--- config.mk ---
export PLATFORM = sky130hd
export DESIGN_NAME = perm_cfg_sched
export DESIGN_NICKNAME = d
export VERILOG_FILES = /design/src/rtl/perm_cfg_sched.sv
export SDC_FILE = /design/constraint.sdc
export NUM_CORES = 1
export LEC_CHECK = 0
export BUFFER_PORTS_ARGS = -buffer_cell sky130_fd_sc_hd__buf_2
export CAP_MARGIN = 15
export CORE_AREA = 2 2 122 124
export DETAILED_ROUTE_END_ITERATION = 10
export DIE_AREA = 0 0 124 126
export GPL_ROUTABILITY_DRIVEN = 0
export PLACE_DENSITY = 0.7
export SLEW_MARGIN = 20
export SYNTH_ARGS = -nofsm -noshare
export SYNTH_HDL_FRONTEND = slang
export SYNTH_SLANG_ARGS = --single-unit
--- constraint.sdc ---
create_clock -name clk -period 7.2 [get_ports clk]
set_clock_uncertainty 0.05 [all_clocks]
set_input_delay 1.08 -clock clk [delete_from_list [all_inputs] [get_ports clk]]
set_output_delay 1.08 -clock clk [all_outputs]
set_load 0.01 [all_outputs]
--- src/rtl/perm_cfg_sched.sv ---
// perm_cfg_sched
//   Arbitrates configuration requests for a permutation network. A granted
//   word is checked to be a bijection (every slice destination used exactly
//   once), passed through the external address decoder, and the decoded
//   select word is then presented to the datapath for len+1 beats.
//
// Ports
//   clk, reset_n          clock, asynchronous active-low reset
//   req_valid/req_ready   per-requester handshake (ready is one-hot or zero)
//   req_dat, req_len      per-requester config word and beat count minus one
//   dec_t_dat             config word toward the address decoder
//   dec_i_dat             combinational select word back from the decoder
//   run_valid/run_ready   select-word handshake toward the datapath
//   run_sel, run_last     registered select word, final beat of the grant
//   run_id                index of the granted requester
//   err_dup               one-cycle pulse when a request is not a bijection
//   busy                  FSM is not idle
module perm_cfg_sched #(
   parameter int unsigned SLICES     = 8,
   parameter int unsigned LOG2SLICES = 3,
   parameter int unsigned SELOU      = 8,
   parameter int unsigned NREQ       = 4,
   parameter int unsigned W          = SELOU + SLICES * LOG2SLICES
) (
   input  logic                     clk,
   input  logic                     reset_n,
   input  logic [NREQ-1:0]          req_valid,
   output logic [NREQ-1:0]          req_ready,
   input  logic [NREQ*W-1:0]        req_dat,
   input  logic [NREQ*8-1:0]        req_len,
   output logic [W-1:0]             dec_t_dat,
   input  logic [W-1:0]             dec_i_dat,
   output logic                     run_valid,
   input  logic                     run_ready,
   output logic [W-1:0]             run_sel,
   output logic                     run_last,
   output logic [$clog2(NREQ)-1:0]  run_id,
   output logic                     err_dup,
   output logic                     busy
);

   localparam int unsigned IDW = $clog2(NREQ);
   localparam logic [LOG2SLICES-1:0] C_LAST = LOG2SLICES'(SLICES - 1);

   typedef enum logic [1:0] {IDLE, CHECK, LOAD, RUN} state_t;

   state_t                  state, state_nxt;
   logic [W-1:0]            cfg_reg;
   logic [W-1:0]            sel_reg;
   logic [7:0]              len_reg;
   logic [7:0]              b;
   logic [LOG2SLICES-1:0]   c;
   logic [SLICES-1:0]       seen;
   logic [IDW-1:0]          rr_ptr;

   logic [NREQ-1:0]         gnt;
   logic [IDW-1:0]          gnt_idx;
   logic                    accept;
   logic [W-1:0]            acc_dat;
   logic [7:0]              acc_len;
   logic [LOG2SLICES-1:0]   dest;
   logic                    dup;

   // Round-robin search starting one past the last granted requester.
   always_comb begin
      gnt     = '0;
      gnt_idx = '0;
      for (int unsigned o = 1; o <= NREQ; o++) begin
         int unsigned idx;
         idx = (32'(rr_ptr) + o) % NREQ;
         if (gnt == '0 && req_valid[idx[IDW-1:0]]) begin
            gnt[idx[IDW-1:0]] = 1'b1;
            gnt_idx           = idx[IDW-1:0];
         end
      end
   end

   // Gating with reset_n keeps req_ready low while reset is held even though
   // the state already reads IDLE.
   assign req_ready = (state == IDLE && reset_n) ? gnt : '0;
   assign accept    = |req_ready;

   always_comb begin
      acc_dat = '0;
      acc_len = '0;
      for (int unsigned k = 0; k < NREQ; k++) begin
         if (gnt[k]) begin
            acc_dat = req_dat[k*W +: W];
            acc_len = req_len[k*8 +: 8];
         end
      end
   end

   // Destination of the slot currently under check.
   always_comb begin
      dest = '0;
      for (int unsigned i = 0; i < SLICES; i++) begin
         if (c == LOG2SLICES'(i)) dest = cfg_reg[i*LOG2SLICES +: LOG2SLICES];
      end
   end

   assign dup = seen[dest];

   always_ff @(posedge clk or negedge reset_n) begin
      if (!reset_n) state <= IDLE;
      else          state <= state_nxt;
   end

   always_comb begin
      state_nxt = state;
      err_dup   = 1'b0;
      run_valid = 1'b0;
      run_last  = 1'b0;
      busy      = (state != IDLE);
      run_sel   = sel_reg;
      dec_t_dat = cfg_reg;
      case (state)
         IDLE:  if (accept) state_nxt = CHECK;
         CHECK: begin
            if (dup) begin
               err_dup   = 1'b1;
               state_nxt = IDLE;
            end else if (c == C_LAST) begin
               state_nxt = LOAD;
            end
         end
         LOAD:  state_nxt = RUN;
         RUN: begin
            run_valid = 1'b1;
            run_last  = (b == len_reg);
            if (run_ready && b == len_reg) state_nxt = IDLE;
         end
         default: state_nxt = IDLE;
      endcase
   end

   always_ff @(posedge clk or negedge reset_n) begin
      if (!reset_n) begin
         cfg_reg <= '0;
         sel_reg <= '0;
         len_reg <= '0;
         b       <= '0;
         c       <= '0;
         seen    <= '0;
         run_id  <= '0;
         rr_ptr  <= IDW'(NREQ - 1);
      end else begin
         case (state)
            IDLE: begin
               if (accept) begin
                  cfg_reg <= acc_dat;
                  len_reg <= acc_len;
                  run_id  <= gnt_idx;
                  rr_ptr  <= gnt_idx;
                  c       <= '0;
                  seen    <= '0;
               end
            end
            CHECK: begin
               if (!dup) begin
                  seen[dest] <= 1'b1;
                  c          <= c + 1'b1;
               end
            end
            LOAD: begin
               sel_reg <= dec_i_dat;
               b       <= '0;
            end
            RUN: begin
               if (run_ready) begin
                  if (b == len_reg) b <= '0;
                  else              b <= b + 8'd1;
               end
            end
            default: ;
         endcase
      end
   end

endmodule

==> metrics.txt <==
# TYPE chip_impl_metric gauge
chip_impl_info{name="status",value="complete, no violations"} 1
chip_impl_metric{name="post_synthesis_register_bit_count",unit=""} 97
chip_impl_metric{name="register_area",unit="mm^2"} 0.00243
chip_impl_info{name="criticalPathCategory",value="reg2out"} 1
chip_impl_metric{name="post_synth_and_or_nand_nor_area_fraction",unit=""} 0.146
chip_impl_metric{name="drv_cap",unit=""} 0
chip_impl_metric{name="cts-root-to-sink-buffers",unit=""} 2
chip_impl_metric{name="initial_core_util",unit=""} 0.391
chip_impl_metric{name="synth_adder_area_share",unit=""} 0.0335
chip_impl_metric{name="die_y",unit="um"} 126
chip_impl_metric{name="syn-instance-count",unit=""} 577
chip_impl_metric{name="critPathRequiredTime",unit="ns"} 6.07
chip_impl_info{name="postSynth.topFlopCell",value="dfrtp_1"} 1
chip_impl_metric{name="groute.usage.overall",unit=""} 0.228
chip_impl_metric{name="totalNegativeSetupSlack",unit="ns"} 0
chip_impl_info{name="grt_setup_unrepaired",value="no"} 1
chip_impl_metric{name="cts_hold_buffers",unit=""} 0
chip_impl_metric{name="first_iter_violations",unit=""} 485
chip_impl_metric{name="max_clock_freq",unit="GHz"} 0.195
chip_impl_metric{name="number_of_buffers_added_by_the_clock_tree_synthesis_step",unit=""} 9
chip_impl_metric{name="cts_h_tree_lvls",unit=""} 3
chip_impl_metric{name="port_buffers",unit=""} 272
chip_impl_metric{name="number_of_synthesis_warnings",unit=""} 0
chip_impl_metric{name="drc_errors_left",unit=""} 0
chip_impl_metric{name="synth-compound-area-share",unit=""} 0.244
chip_impl_metric{name="synth_async_sr_flop_share",unit=""} 1.00
chip_impl_info{name="critical_path.startpoint_type",value="register"} 1
chip_impl_metric{name="drt_pass1_iterations",unit=""} 10
chip_impl_metric{name="final.setup.worst_slack",unit="ns"} 2.07
chip_impl_metric{name="synthMuxAreaShare",unit=""} 0.0842
chip_impl_metric{name="synthToLayoutAreaGrowth",unit="%"} 31.9
chip_impl_metric{name="layout-drive-gt1-share",unit=""} 0.411
chip_impl_metric{name="dp_worst_setup_slack",unit="ns"} 2.53
chip_impl_info{name="tritoncts_clock_tree",value="built"} 1
chip_impl_metric{name="nets",unit=""} 1041
chip_impl_metric{name="synth_sequential_area_ratio",unit=""} 0.434
chip_impl_metric{name="worst_pin_slew",unit="ns"} 0.995
chip_impl_metric{name="num_rows",unit=""} 44
chip_impl_metric{name="finalHoldViolCount",unit=""} 0
chip_impl_metric{name="worst-endpoint-arrival",unit="ns"} 4.00
chip_impl_metric{name="postRouteWirelength",unit="mm"} 17.8
chip_impl_metric{name="power_per_cell_area",unit="mW/mm^2"} 544
chip_impl_info{name="clk_root_buffer_cell",value="clkbuf_16"} 1
chip_impl_metric{name="fin_crit",unit="ns"} 5.13
chip_impl_metric{name="p_leak",unit="uW"} 0.00340
chip_impl_metric{name="half_perimeter_wire_length_after_detailed_placement",unit="mm"} 13.5
chip_impl_info{name="combinational_family_with_the_most_area_after_synthesis",value="compound AO/OA/AOI/OAI gates"} 1
chip_impl_metric{name="post_cts_buffers",unit=""} 0
chip_impl_metric{name="post_cts.resized_instances",unit=""} 0
chip_impl_metric{name="grt_start_max_net_pins",unit=""} 61
chip_impl_metric{name="placed_cells",unit=""} 999
chip_impl_metric{name="number_of_nets_produced_by_synthesis",unit=""} 791
chip_impl_metric{name="detail_route.vias_per_cell",unit=""} 5.67
chip_impl_metric{name="multiInputGateArea",unit="mm^2"} 0.00296
chip_impl_metric{name="num_io_pins",unit=""} 273
chip_impl_metric{name="final_setup_fails",unit=""} 0
chip_impl_metric{name="dr_total_vias",unit=""} 5762
chip_impl_metric{name="synth_area_per_cell",unit="um^2"} 9.71
chip_impl_metric{name="final_max_slew_viol_count",unit=""} 0
chip_impl_metric{name="period_share",unit=""} 0.712
chip_impl_metric{name="global_route.overflow_total",unit=""} 0
chip_impl_metric{name="full_die_area",unit="mm^2"} 0.0156
chip_impl_info{name="timing.hold.worst.class",value="reg2reg"} 1
chip_impl_metric{name="crit_path_max_fanout",unit=""} 20
chip_impl_info{name="critical_path.endpoint_type",value="output pin"} 1
chip_impl_metric{name="coreArea",unit="mm^2"} 0.0143
chip_impl_metric{name="xor_xnor_portion_of_the_synthesized_cell_area",unit=""} 0.0156
chip_impl_metric{name="timing.slew.headroom",unit=""} 0.335
chip_impl_metric{name="numClockSinks",unit=""} 97
chip_impl_metric{name="grt_pass1_vias",unit=""} 5532
chip_impl_metric{name="clk_pin_slew_worst_paths",unit="ns"} 0.07
chip_impl_metric{name="yosys.cell_types.count",unit=""} 63
chip_impl_metric{name="fin_area",unit="mm^2"} 0.00739
chip_impl_metric{name="ir_worst_vdd",unit="mV"} 0.244
chip_impl_metric{name="synth-edff-count",unit=""} 0
chip_impl_metric{name="placed_cell_area",unit="mm^2"} 0.00708
chip_impl_metric{name="nFillCells",unit=""} 1381
chip_impl_metric{name="grt_first_pass_wirelength",unit="mm"} 27.9
chip_impl_metric{name="skew_pair_late_insertion_delay",unit="ns"} 0.35
chip_impl_metric{name="die_width",unit="um"} 124
chip_impl_metric{name="detail-route-antenna-nets",unit=""} 0
chip_impl_metric{name="netlist_area",unit="mm^2"} 0.00560
chip_impl_metric{name="finished_layout_cells",unit=""} 1017
chip_impl_metric{name="route.detailed.wl_per_inst",unit="um"} 17.5
chip_impl_metric{name="antenna_found_initial",unit=""} 1
==> report_power, final <==
group	leakage, uW	internal [uW]	switching (uW)
Combinational	0.00213	1030	1500
Clock	0.000127	244	212
Sequential	0.00115	819	209
Total	0.00340	2100	1920
==> area by class of cell <==
type / instances / area share
antenna: 1 / 0.000339
clock buffer: 10 / 0.0323
clock inverter: 6 / 0.00593
inverter: 13 / 0.00660
multi-input combinational: 427 / 0.400
sequential: 97 / 0.329
tap: 184 / 0.0312
timing repair buffer: 279 / 0.194
==> kinds of logic (layout without fill, tap and decap cells) <==
logic type      Yosys count  count (layout)
xor+xnor                 10              10
flops                    97              97
mux                      39              39
simple gates            182             182
buf+inv                  53             308
fa+ha+maj                15              15
compound gates          181             181
other cells               0               1
==> critical path, stage by stage, from the launching register on <==
cell      delay, ns
dfstp_2        0.70
inv_1          0.15
ha_1           0.28
or4_1          0.61
a211o_1        0.35
a22oi_1        0.43
a221oi_1       0.15
a41o_1         0.55
and2_1         0.29
buf_2          0.13
==> cells in the mapped netlist (4+ instances only) <==
library cell | count | area (um^2)
nand3_1 | 8 | 40.0
nand4_1 | 7 | 43.8
o21ai_0 | 27 | 135
nor2b_1 | 5 | 31.3
xnor2_1 | 8 | 70.1
o31ai_1 | 4 | 30.0
o211ai_1 | 4 | 30.0
o41ai_1 | 4 | 35.0
nand2_1 | 57 | 214
ha_1 | 15 | 188
dfrtp_1 | 95 | 2380
nand2b_1 | 9 | 56.3
clkbuf_1 | 26 | 97.6
inv_1 | 13 | 48.8
and3_1 | 7 | 43.8
nor2_1 | 69 | 259
buf_2 | 5 | 25.0
mux2_2 | 34 | 383
a222oi_1 | 40 | 400
and2_1 | 5 | 31.3
nor3_1 | 5 | 25.0
buf_1 | 4 | 15.0
buf_6 | 5 | 56.3
a21oi_1 | 12 | 60.1
a31oi_1 | 46 | 288
==> placed cells by master, fill, tap and decap left out, drive strengths merged, types with 4 or more instances in the layout <==
master and n:
ha 15, inv 13, mux2 35, dfrtp 95, o31ai 4, nand3 8, clkbuf 10, nand4 7
a21oi 12, nor3 5, xnor2 8, o21ai 30, buf 279, o41ai 4, o211ai 4, a31oi 46
nand2 57, and2 5, nand2b 9, nor2 69, nor2b 5, and3 7, a222oi 40, clkinvlp 4
==> worst paths after layout <==
check	slack, ns	to	startpoint	cells after the start
max	2.07	req_ready[3]	rr_ptr[0]$_DFFE_PN1P_	9
min	0.44	seen[2]$_DFFE_PN0P_	seen[2]$_DFFE_PN0P_	1
max reg2reg	2.44	dec_t_dat[29]$_DFFE_PN0P_	rr_ptr[0]$_DFFE_PN1P_	10
min reg2reg	0.44	seen[2]$_DFFE_PN0P_	seen[2]$_DFFE_PN0P_	1
max in group asynchronous	5.26	dec_t_dat[3]$_DFFE_PN0P_	reset_n	2
min in group asynchronous	0.64	run_sel[26]$_DFFE_PN0P_	reset_n	1
==> stage by stage <==
step	util	power (uW)	hold WS, ns
after floorplan	-	2760	0.403
after global placement	0.494	3500	0.422
after detailed placement	0.494	3530	0.430
after CTS	0.514	4000	0.439
after global routing	0.516	4370	0.456
final	0.516	4020	0.437
==> metal layers <==
metal | share of wire | vias to the layer above | global-route usage
met4 | 0.019 | 0 | 0.0773
li1 | - | 2721 | -
met1 | 0.42 | 2716 | 0.294
met5 | 0 | - | 0
met2 | 0.48 | 296 | 0.383
met3 | 0.079 | 29 | 0.0421
(Power assumes the default switching activity.)
